===== src/rtl/serial_arith_pkg.sv =====
// Shared types and constants for the bit-serial arithmetic blocks.
// Holds the FSM state encoding and the counter-width helper.
package serial_arith_pkg;

  typedef enum logic [1:0] {
    IDLE  = 2'd0,
    SHIFT = 2'd1,
    DONE  = 2'd2
  } state_t;

  localparam int DEFAULT_WIDTH = 4;

  function automatic int cnt_width(input int w);
    return ($clog2(w) < 1) ? 1 : $clog2(w);
  endfunction

endpackage


===== src/rtl/serial_fa.sv =====
// One-bit combinational full-adder cell.
// The carry register belongs to whichever serial block uses it.
module serial_fa (
  input  logic x,
  input  logic y,
  input  logic cin,
  output logic s,
  output logic cout
);

  assign s    = x ^ y ^ cin;
  assign cout = (x & y) | (x & cin) | (y & cin);

endmodule


===== src/rtl/serial_sub4.sv =====
// Bit-serial subtractor: diff = a - b, computed as a + ~b + 1, LSB first.
// Operands load in parallel; the result is published with a done pulse.
module serial_sub4
  import serial_arith_pkg::*;
#(
  parameter int WIDTH = DEFAULT_WIDTH
) (
  input  logic             clk,
  input  logic             rst,
  input  logic             start,
  input  logic [WIDTH-1:0] a,
  input  logic [WIDTH-1:0] b,
  output logic             busy,
  output logic             done,
  output logic [WIDTH-1:0] diff,
  output logic             borrow,
  output logic             zero
);

  localparam int CW = cnt_width(WIDTH);

  state_t           state;
  state_t           state_n;
  logic [WIDTH-1:0] a_sh;
  logic [WIDTH-1:0] b_sh;
  logic [WIDTH-1:0] d_sh;
  logic [CW-1:0]    cnt;
  logic             c;
  logic             fa_s;
  logic             fa_cout;
  logic             last;

  serial_fa u_fa (
    .x    (a_sh[0]),
    .y    (b_sh[0]),
    .cin  (c),
    .s    (fa_s),
    .cout (fa_cout)
  );

  assign last = (cnt == CW'(WIDTH - 1));

  always_ff @(posedge clk) begin
    if (rst) state <= IDLE;
    else     state <= state_n;
  end

  always_comb begin
    state_n = state;
    unique case (state)
      IDLE:    if (start) state_n = SHIFT;
      SHIFT:   if (last) state_n = DONE;
      DONE:    state_n = IDLE;
      default: state_n = IDLE;
    endcase
  end

  always_ff @(posedge clk) begin
    if (rst) begin
      a_sh   <= '0;
      b_sh   <= '0;
      d_sh   <= '0;
      cnt    <= '0;
      c      <= 1'b0;
      busy   <= 1'b0;
      done   <= 1'b0;
      diff   <= '0;
      borrow <= 1'b0;
      zero   <= 1'b0;
    end else begin
      done <= 1'b0;
      unique case (state)
        IDLE: begin
          if (start) begin
            a_sh <= a;
            b_sh <= ~b;
            c    <= 1'b1;
            cnt  <= '0;
            busy <= 1'b1;
          end
        end
        SHIFT: begin
          c    <= fa_cout;
          d_sh <= {fa_s, d_sh[WIDTH-1:1]};
          a_sh <= a_sh >> 1;
          b_sh <= b_sh >> 1;
          cnt  <= cnt + CW'(1);
        end
        DONE: begin
          // final carry-out of a + ~b + 1 is 1 exactly when no borrow
          diff   <= d_sh;
          borrow <= ~c;
          zero   <= (d_sh == '0);
          done   <= 1'b1;
          busy   <= 1'b0;
        end
        default: ;
      endcase
    end
  end

endmodule

===== config.mk =====
export PLATFORM = sky130hd
export DESIGN_NAME = serial_sub4
export DESIGN_NICKNAME = d
export VERILOG_FILES = /design/src/rtl/serial_arith_pkg.sv /design/src/rtl/serial_fa.sv /design/src/rtl/serial_sub4.sv
export SDC_FILE = /design/constraint.sdc
export NUM_CORES = 1
export LEC_CHECK = 0
export CAP_MARGIN = 20
export CORE_MARGIN = 2
export CORE_UTILIZATION = 30
export CTS_CLUSTER_DIAMETER = 150
export DETAILED_ROUTE_END_ITERATION = 8
export SLEW_MARGIN = 0
export SYNTH_ARGS = -nofsm -noshare
export SYNTH_HDL_FRONTEND = slang
export SYNTH_SLANG_ARGS = --single-unit

===== constraint.sdc =====
create_clock -name clk -period 1.9 [get_ports clk]
set_clock_uncertainty 0.1 [all_clocks]
set_input_delay 0.285 -clock clk [delete_from_list [all_inputs] [get_ports clk]]
set_output_delay 0.285 -clock clk [all_outputs]
set_load 0.02 [all_outputs]

# ---- After elaboration in Yosys (flattened, before gate mapping)
# Cells that the tools add are included.
dict set report op_classes {
  n_addsub 1
  mul 0
  n_div 0
  n_lt_le_gt_ge 0
  eq_ne 5
  shift 0
  mux 13
  bitwise 9
  n_reduce_logical 7
}
# cell count
set op_table {}
lappend op_table {{4-bit case mux with 2 select lines} 2}
lappend op_table {{4-bit 2-to-1 mux} 2}
lappend op_table {{2-bit case mux with 2 select lines} 2}
lappend op_table {{2-bit 2-to-1 mux} 3}
lappend op_table {{2-bit AND reduction} 3}
lappend op_table {{2-bit == test, second input constant} 2}
lappend op_table {{4-bit zero test} 1}
lappend op_table {{2-bit inequality test, second input constant} 2}
lappend op_table {{4-bit inverter} 1}
lappend op_table {{1-bit case mux with 2 select lines} 2}
lappend op_table {{2-bit nonzero test} 2}
lappend op_table {{1-bit AND} 3}
lappend op_table {{2-bit by 1-bit adder with 2-bit output, second input constant} 1}
lappend op_table {{2-bit by 1-bit == test with 1-bit output, second input constant} 1}
lappend op_table {{2-bit zero test} 1}
lappend op_table {{1-bit 2-to-1 mux} 2}
lappend op_table {{1-bit OR} 2}
lappend op_table {{1-bit bitwise XOR} 2}
lappend op_table {{1-bit inverter} 1}
dict set report word_totals {
  ff_bits 25
  latchBits 0
  ramBits 0
  rom_bits 0
  output_inout_bits 8
  memories 0
}

# ---- Depth between registers and ports, before layout
# Gate-level depths: netlist of the first run.
dict set report logic_depth {
  depth_word 4
  depth_mapped 5
  ltp_nobuf 4
}

# ---- Modules after synthesis
# From an unflattened synthesis of the first run, not the netlist that was laid out.
dict set report unflattened {
  hier_cells 113
  hier_area_um2 1004.7
}
# module n_inst cells_each area_per_inst_um2
set modules_own_cells {}
lappend modules_own_cells {serial_sub4 1 112 984.7}
lappend modules_own_cells {serial_fa 1 1 20.0}

# ---- Worst setup path after synthesis of the first run
# Ideal clock, no wire load.
dict set report synth_timing {
  kind {register -> register}
  start {register c}
  end {register c}
  arrival_ns 0.988
  t_required_ns 1.681
  slack_ns 0.694
  path_stages_with_launch 3
  path_buffers 0
  synth_period_minus_slack_ns 1.206
  path_cell_list {dfxtp_1 > fa_1 > o221a_2}
}
dict set report synth_via {
  elab_chain_cells 4
  elab_cells_between_ends 5
  cone_classes {mux: 1; bitwise: 4}
}
# item line
set synth_lines {}
lappend synth_lines {{from (decl)} serial_sub4.sv:28} ;# logic c;
lappend synth_lines {{from (signal assigned)} serial_sub4.sv:83} ;# c <= fa_cout;
lappend synth_lines {{1-bit AND} serial_fa.sv:12} ;# assign cout = (x & y) | (x & cin) | (y & cin);
lappend synth_lines {{1-bit OR} serial_fa.sv:12}
lappend synth_lines {{1-bit OR (*)} serial_fa.sv:12}
lappend synth_lines {{1-bit case mux with 2 select lines (*)} serial_sub4.sv:72} ;# unique case (state)
# Every way passes the cells marked *; elsewhere a longest branch is shown, timed or not.
# A chain may end at the register's enable or synchronous reset.

# ---- Worst setup path in the final report of the first run
dict set report layout_timing {
  start {register busy}
  end {output port busy}
}
# item line
set layout_rtl {}
lappend layout_rtl {{from (decl)} serial_sub4.sv:13} ;# output logic busy,
lappend layout_rtl {{from (signal assigned)} serial_sub4.sv:65} ;# busy <= 1'b0;
lappend layout_rtl {{from (signal assigned)} serial_sub4.sv:79} ;# busy <= 1'b1;
lappend layout_rtl {{from (signal assigned)} serial_sub4.sv:95} ;# busy <= 1'b0;
# No word-level cell between the ends.

==> out/qor.yml, run 1 <==
outcome: "completed"
synthCells: 112
leakagePower_nw: 0.453
required_ns: 1.51
nets: 146
worst_path_max_delay_cell: "clkdlybuf4s50_1"
htree_levels: 1
cp.arrival_ns: 1.28
stdcell_count: 178
avgSynthCellArea_um2: 9.10
wire_per_inst_um: 10.3
cts_buffers: 3
comb_power_share_pct: 13.3
ir_drop_v: 0.000395
cp_max_fo: 2
post-route-period-util_pct: 87.7
post-route-min-period_ns: 1.67
core_um2: 3310
core.rowCount: 21
routabilityCongestion: 0.743
crit_path_max_incr_delay_ns: 0.60
grt_overflow: 0
wl_met2_um: 849
wl_met1_um: 861
clock_power_share_pct: 25.6
end_kind: "primary output"
cts_root_buf: "clkbuf_4"
dp_hpwl_um: 1390
wirelength_um: 1830
syn_area_um2: 1020
drt_iter0_markers: 39
met3_length_um: 102
ant_nets: 0
intPower_mw: 0.694
maxSlewHeadroom_pct: 68.9
antenna_found_initial: 0
drc: 0
top_layer: "met4"
cts-resized-gates: 0
syn_nets: 125
crit_buf_inv: 1
layout-drive-gt1-share_pct: 10.6
fmax_ghz: 0.600
maxSlewViolCount: 0
hold_violations: 0
synth_edf_count: 0
hold_buffers: 0
p_switching_mw: 0.236
synthArstFlopShare_pct: 0
die_w_um: 62.3
clk_latency_ns: 0.32
hold_path_class: "flop to flop"
path_cells: "clkdlybuf4s50_1"
setup.worst_path.class: "flop to primary output"
synth_area_leaders: "dfxtp_1 49%, nand2_1 8.1%, a21oi_1 7.4%"
power_frac_seq_pct: 61.1
diodes: 0
pin_count: 19
grt_pass1_vias: 749
dp.cells: 174
ys_ff_latch: 25
cts_buffer_depth: 2
grt_pass1_wl_um: 3280
p_total_mw: 0.930
fin_tns_setup_ns: 0
start_kind: "flop"
place.port_buffers: 18
dr_total_vias: 793
synth-seq-area-share_pct: 49.1
p_per_area_nw_per_um2: 733
fp.dieH_um: 62.3
worst_pin_slew_ns: 0.465
rsz0062_at_grt: "no"
area_growth_pct: 24.4
dieArea_um2: 3880
firstDrtPassIters: 4
initial_core_util_pct: 30.8
via_per_inst: 4.46
yosysTopAreaCellShare_pct: 49.1
yosys_warnings: 0
clkSinkCount: 25
cp_top_family: "buffers and inverters"
clk_pin_slew_worst_paths_ns: 0.14
grt_max_degree: 16
post-cts-setup-buffers: 0
synthFlopType: "dfxtp_1"
track_usage_pct: 10.3
cap_viol_max_count: 0
setup_viol: 0
synth_cell_types: 27
tritoncts: "built"
p_sw_share_pct: 25.4
synth_top_area_cell: "dfxtp_1"
-- final timing paths --
check,startpoint,end,slack [ns],cells past startpoint
max reg2reg,state[0]$_SDFFE_PP0P_,cnt[1]$_SDFFE_PP0P_,0.58,3
max,busy$_SDFFE_PP0P_,busy,0.23,1
min,b_sh[2]$_SDFFE_PP0P_,b_sh[2]$_SDFFE_PP0P_,0.36,2
min reg2reg,b_sh[2]$_SDFFE_PP0P_,b_sh[2]$_SDFFE_PP0P_,0.36,2
-- sequential cells by signal, summed over array words and instances, names as in the netlist --
name and count:
a_sh 4, borrow 1, d_sh 4, busy 1, done 1, diff 4
cnt 2, c 1, zero 1, state 2, b_sh 4
-- cell usage after synthesis (all sizes together), types with 3 or more instances --
cell type	number
a211oi	3
a21oi	15
and2	3
buf	3
dfxtp	25
mux2i	3
nand2	22
nand2b	3
nor2	11
nor3	3
o21ai	4
-- cells by family (layout without fill, tap and decap cells) --
kind of cell,after synthesis,count (layout),share of synthesized area (%)
buffers and inverters,7,27,4.79
AO/OA/AOI/OAI,28,28,18.9
multiplexers,3,3,2.94
flip-flops,25,25,49.1
adder cells (fa/ha/maj),2,2,3.19
AND/OR/NAND/NOR,47,47,21.1
-- placed cells by master (no fill, tap or decap), types with 2 or more instances in the layout --
cell	instances
a211oi_2	3
a21oi_1	15
a22oi_1	2
and2_1	2
and2b_1	2
buf_4	3
clkbuf_4	3
clkdlybuf4s50_1	18
dfxtp_1	25
inv_1	2
mux2i_1	3
nand2_1	22
nand2b_1	2
nor2_1	11
nor3_1	3
o21ai_0	3
-- stage by stage --
stage	setup slack (ns)	util, %	hold slack, ns	area [um^2]
6_report	0.233	38.3	0.356	1270
5_1_grt	0.161	38.3	0.395	1270
4_1_cts	0.216	38.3	0.362	1270
3_5_place_dp	0.312	37.4	0.343	1240
3_3_place_gp	0.383	37.4	0.336	1240
2_1_floorplan	0.694	-	0.250	1020
-- final cells by class --
cell class,instances,area [um^2]
sequential,25,500
fill,358,2040
inverter,2,7.51
multi-input combinational,80,470
tap,46,57.6
clock buffer,3,22.5
timing repair buffer,21,203
clock inverter,1,7.51
-- layer usage --
| layer | vias up | GRT usage [%] |
|---|---|---|
| li1 | 417 | - |
| met1 | 354 | 12.8 |
| met2 | 20 | 17.5 |
| met3 | 2 | 3.62 |
| met4 | 0 | 1.67 |
| met5 | - | 0 |
-- power groups by stage --
| stage | registers, mW | clock network [mW] | logic [mW] |
|---|---|---|---|
| after detailed placement | 0.580 | 0 | 0.124 |
| after global placement | 0.579 | 0 | 0.120 |
| after global routing | 0.573 | 0.269 | 0.138 |
| after floorplan | 0.575 | 0 | 0.0886 |
| after CTS | 0.568 | 0.253 | 0.124 |
| final | 0.568 | 0.238 | 0.124 |
(Power assumes the default switching activity.)
==> inputs of run 2 (changes only) <==
Settings changed: DONT_BUFFER_PORTS set to 1.
==> run 2 against run 1 <==
Worst hold slack worse by 0.34 ns. Die area unchanged. Utilization decreased by 5.6 points. Sequential share of layout area up 6.7 points. Critical path type is now primary input to flop. Critical endpoint is now busy$_SDFFE_PP0P_.
==> out/qor.yml, run 2 (synthesized netlist as in run 1, its figures left out) <==
rsz0062_at_grt: "no"
dieArea_um2: 3880  # unchanged
required_ns: 1.99  # +0.48 ns
layout_commonest_cell: "dfxtp_1"
core.rowCount: 21  # unchanged
fmax_ghz: 0.704  # +17%
r2r_end: "a_sh[3]$_SDFFE_PP0P_"
hold_path_class: "primary input to flop"
post-cts-setup-buffers: 0  # unchanged
ant_nets: 0  # unchanged
dr_total_vias: 752  # -5.2%
end_kind: "flop"
hold_violations: 0  # unchanged
cts_root_buf: "clkbuf_4"
dp_hpwl_um: 1370  # -1.3%
global_route.usage.met2_pct: 17.8  # +0.27 points
fin_tns_setup_ns: 0  # unchanged
cts-resized-gates: 0  # unchanged
grt_pass1_wl_um: 3330  # +1.2%
setup_viol: 0  # unchanged
p_per_area_nw_per_um2: 832  # +13%
cp.arrival_ns: 1.51  # +0.23 ns
grt_pass1_vias: 765  # +2.1%
post-place-ws_ns: 0.524  # +0.212 ns
dp.cells: 154  # -11%
layout-drive-gt1-share_pct: 10.6  # +0.013 points
nets: 127  # -13%
drt_iter0_markers: 6  # -85%
worst_pin_slew_ns: 0.842  # +0.377 ns
outcome: "completed"
worst_path_max_delay_cell: "dlygate4sd3_1"
multiInputGateArea_um2: 470  # unchanged
wire_per_inst_um: 11.8  # +15%
maxSlewHeadroom_pct: 43.7  # -25 points
routabilityCongestion: 0.715  # -3.9%
r2r_slack_ns: 0.49  # -0.09 ns
clkSinkCount: 25  # unchanged
regArea_um2: 500  # unchanged
via_per_inst: 4.73  # +6.2%
area_growth_pct: 6.26
htree_levels: 1  # unchanged
cp_top_family: "buffers and inverters"
r2r_cells: 4  # +1
cts_buffers: 3  # unchanged
top_usage_layer: "met2"
grt_overflow: 0  # unchanged
crit_path_max_incr_delay_ns: 1.09  # +0.49 ns
track_usage_pct: 10.6  # +0.31 points
die_w_um: 62.3  # unchanged
worst_hold_slack_ns: 0.0143  # -0.342 ns
firstDrtPassIters: 4  # unchanged
place.port_buffers: 0  # -18
maxSlewViolCount: 0  # unchanged
final_util_pct: 32.7  # -5.6 points
post-route-period-util_pct: 74.8  # -13 points
wirelength_um: 1870  # +2.4%
use_met1_pct: 12.1  # -0.68 points
hold_end: "a_sh[3]$_SDFFE_PP0P_"
pin_count: 19  # unchanged
stdcell_count: 159  # -11%
p_total_mw: 0.901  # -3.1%
initial_core_util_pct: 30.8  # unchanged
use_met3_pct: 5.25  # +1.6 points
cts_buffer_depth: 2  # unchanged
grt_max_degree: 23  # +7
final_cell_area_um2: 1080  # -15%
cp_max_fo: 22  # +20
final_cell_mix: "25 x dfxtp_1, 22 x nand2_1, 15 x a21oi_1, 11 x nor2_1"
ir_drop_v: 0.000499  # +26%
hp-start: "a[3]"
fin_ws_ns: 0.479  # +0.246 ns
setup.worst_path.class: "primary input to flop"
antenna_found_initial: 0  # unchanged
cap_viol_max_count: 0  # unchanged
start_kind: "primary input"
fp.dieH_um: 62.3  # unchanged
place_area_um2: 1040  # -16%
diodes: 0  # unchanged
drc: 0  # unchanged
leakagePower_nw: 0.381  # -16%
min_path_cells: 2  # unchanged
tritoncts: "built"
path_cells: "dlygate4sd3_1 > nor3_1"
crit_buf_inv: 1  # unchanged
fillers: 376  # +5.0%
clk_pin_slew_worst_paths_ns: 0.13  # about the same
cp.depth: 2  # +1
post-route-min-period_ns: 1.42  # -0.246 ns
clk_latency_ns: 0.32  # about the same
core_um2: 3310  # unchanged
rr_startpoint: "state[0]$_SDFFE_PP0P_"
-- run 2: layout make-up --
cell class / count / share of cell area [%]
Sequential cell: 25 / 46.2
Clock inverter: 1 / 0.693
Tap cell: 46 / 5.31
Timing Repair Buffer: 2 / 1.62
Multi-Input combinational cell: 80 / 43.4
Clock buffer: 3 / 2.08
Inverter: 2 / 0.693
-- run 2: worst max path at each step --
| stage | endpoint | slack [ns] | startpoint |
|---|---|---|---|
| final | busy$_SDFFE_PP0P_ | 0.48 | rst |
| after global routing | b_sh[2]$_SDFFE_PP0P_ | 0.32 | state[0]$_SDFFE_PP0P_ |
| after CTS | a_sh[3]$_SDFFE_PP0P_ | 0.48 | state[0]$_SDFFE_PP0P_ |
| after detailed placement | a_sh[3]$_SDFFE_PP0P_ | 0.52 | state[0]$_SDFFE_PP0P_ |
| after global placement | a_sh[3]$_SDFFE_PP0P_ | 0.59 | state[0]$_SDFFE_PP0P_ |
| after floorplan | c$_SDFFE_PP0P_ | 0.69 | c$_SDFFE_PP0P_ |
-- run 2: power by group --
| part | switching (mW) | total (mW) | internal [mW] |
|---|---|---|---|
| combinational | 0.0515 | 0.0937 | 0.0422 |
| clock | 0.156 | 0.237 | 0.0804 |
| sequential | 0.0220 | 0.571 | 0.549 |
-- run 2: repair_timing --
action                                  in CTS  in global routing
endpoints found under the setup margin       0                  0
hold endpoints to repair                    22                  0
hold buffers                                 1                  0
-- run 2: per-layer routing --
| metal | wire (um) | share of wire [%] |
|---|---|---|
| met5 | 0 | 0 |
| met4 | 10 | 0.54 |
| met3 | 158 | 8.5 |
| met2 | 868 | 46 |
| met1 | 831 | 44 |
==> inputs of run 3 (changes only) <==
Clock period 1.9 ns to 1.4 ns, I/O delays scaled along.
==> run 3 against run 2 <==
Utilization rose by 1.1 points. Via count unchanged. Combinational power up 44%. Non-clock buffer count grew 3. Largest cell class unchanged.
==> out/qor.yml, run 3 (synthesized netlist as in run 1, its figures left out) <==
routabilityCongestion: 0.718  # +0.46%
antenna_found_initial: 0  # unchanged
cp_max_fo: 10  # -55%
ir_drop_v: 0.000780  # +56%
htree_levels: 1  # unchanged
fillers: 368  # -2.1%
setup_viol: 0  # unchanged
fin_tns_setup_ns: 0  # unchanged
post-cts-setup-buffers: 0  # unchanged
grt_pass1_vias: 710  # -7.2%
firstDrtPassIters: 4  # unchanged
outcome: "completed"
die_w_um: 62.3  # unchanged
min_path_cells: 2  # unchanged
wl_met2_um: 800  # -7.8%
drc: 0  # unchanged
r2r_slack_ns: 0.1  # -0.39 ns
core_um2: 3310  # unchanged
start_kind: "flop"
wl_met1_um: 885  # +6.5%
place.port_buffers: 0  # unchanged
maxSlewViolCount: 0  # unchanged
post-route-min-period_ns: 1.30
cts_root_buf: "clkbuf_4"
final_cell_mix: "25 x dfxtp_1, 22 x nand2_1, 15 x a21oi_1, 11 x nor2_1"
met3_length_um: 139  # -12%
nets: 130  # +2.4%
diodes: 0  # unchanged
fin_ws_ns: 0.0959  # -0.383 ns
wirelength_um: 1840  # -1.7%
clk_latency_ns: 0.32  # about the same
fmax_ghz: 0.767
via_per_inst: 4.64  # -1.9%
setup.worst_path.class: "flop to flop"
final_util_pct: 33.8  # +1.1 points
cap_viol_max_count: 0  # unchanged
rsz0062_at_grt: "no"
area_growth_pct: 9.69
dp_hpwl_um: 1340  # -2.6%
wire_per_inst_um: 11.3  # -3.5%
pin_count: 19  # unchanged
clk_pin_slew_worst_paths_ns: 0.13  # about the same
grt_pass1_wl_um: 2970  # -11%
worst_pin_slew_ns: 0.831  # -0.0107 ns
grt_max_degree: 23  # unchanged
post-route-period-util_pct: 93.2
ant_nets: 0  # unchanged
hold_violations: 0  # unchanged
core.rowCount: 21  # unchanged
cp.arrival_ns: 1.39  # -0.12 ns
cts_buffer_depth: 2  # unchanged
layout_commonest_cell: "dfxtp_1"
track_usage_pct: 9.57  # -1.0 points
fp.dieH_um: 62.3  # unchanged
hp-start: "rst"
required_ns: 1.49  # -0.50 ns
dr_total_vias: 752  # unchanged
grt_overflow: 0  # unchanged
leakagePower_nw: 0.408  # +7.1%
r2r_end: "a_sh[1]$_SDFFE_PP0P_"
cts_buffers: 3  # unchanged
hold_end: "b_sh[3]$_SDFFE_PP0P_"
initial_core_util_pct: 30.8  # unchanged
drt_iter0_markers: 20  # +14
top_layer: "met4"
r2r_cells: 3  # -1
rr_startpoint: "state[0]$_SDFFE_PP0P_"
clkSinkCount: 25  # unchanged
p_per_area_nw_per_um2: 1090  # +31%
hold_path_class: "primary input to flop"
post-place-ws_ns: 0.111  # -0.414 ns
layout-drive-gt1-share_pct: 11.2  # +0.59 points
maxSlewHeadroom_pct: 44.6  # +0.90 points
end_kind: "flop"
tritoncts: "built"
dieArea_um2: 3880  # unchanged
==> run 3: cell types whose count changed in the layout (fill, tap and decap cells not counted), sizes merged <==
cell and delta:
dlymetal6s4s +1, dlygate4sd3 +2, clkinvlp -1, clkbuf +1
==> run 3: power breakdown <==
part	leakage [nW]	switching, mW	internal (mW)
Clock	0.0150	0.201	0.112
Combinational	0.189	0.0705	0.0643
Sequential	0.204	0.0297	0.745
==> run 3: repair_timing <==
item                                    4_1_cts  5_1_grt
endpoints found under the hold margin        23        0
endpoints found under the setup margin        0        4
hold buffers                                  4        0
resized for setup                             0        3
==> run 3: how the worst max path moves through the flow <==
stage | from | cells past startpoint | to | slack, ns
after floorplan | c$_SDFFE_PP0P_ | 2 | c$_SDFFE_PP0P_ | 0.19
after global placement | c$_SDFFE_PP0P_ | 2 | c$_SDFFE_PP0P_ | 0.18
after detailed placement | state[0]$_SDFFE_PP0P_ | 3 | cnt[1]$_SDFFE_PP0P_ | 0.11
after CTS | rst | 2 | busy$_SDFFE_PP0P_ | 0.04
after global routing | state[0]$_SDFFE_PP0P_ | 4 | a_sh[3]$_SDFFE_PP0P_ | 0.006
final | state[0]$_SDFFE_PP0P_ | 3 | a_sh[1]$_SDFFE_PP0P_ | 0.1
==> run 3: critical path, stage by stage, from the launching register on <==
cell and delay [ns]:
dfxtp_1 0.51, buf_4 0.23, mux2i_1 0.25, a211oi_2 0.09
==> run 3: stage by stage <==
step                      cells  power, mW  hold WS, ns  cell area [um^2]
after floorplan             112      0.901        0.175              1020
after global placement      154      0.901        0.178              1040
after detailed placement    154      0.906        0.178              1040
after CTS                   162       1.23      0.00811              1110
after global routing        162       1.28      0.00580              1120
final                       162       1.22       0.0132              1120
==> run 3: layout make-up <==
type	instances	area [um^2]	share of cell area (%)
flip-flops and latches	25	500	44.7
multi-input cells	80	477	42.6
well taps	46	57.6	5.15
repair buffers	5	50.0	4.47
clock buffers	4	26.3	2.35
inverters	2	7.51	0.671
==> run 3: routing by layer <==
layer,global-route usage (%),vias to the layer above
met3,4.53,3
met4,1.67,0
met5,0,-
met2,15.4,24
met1,11.9,337
li1,-,388
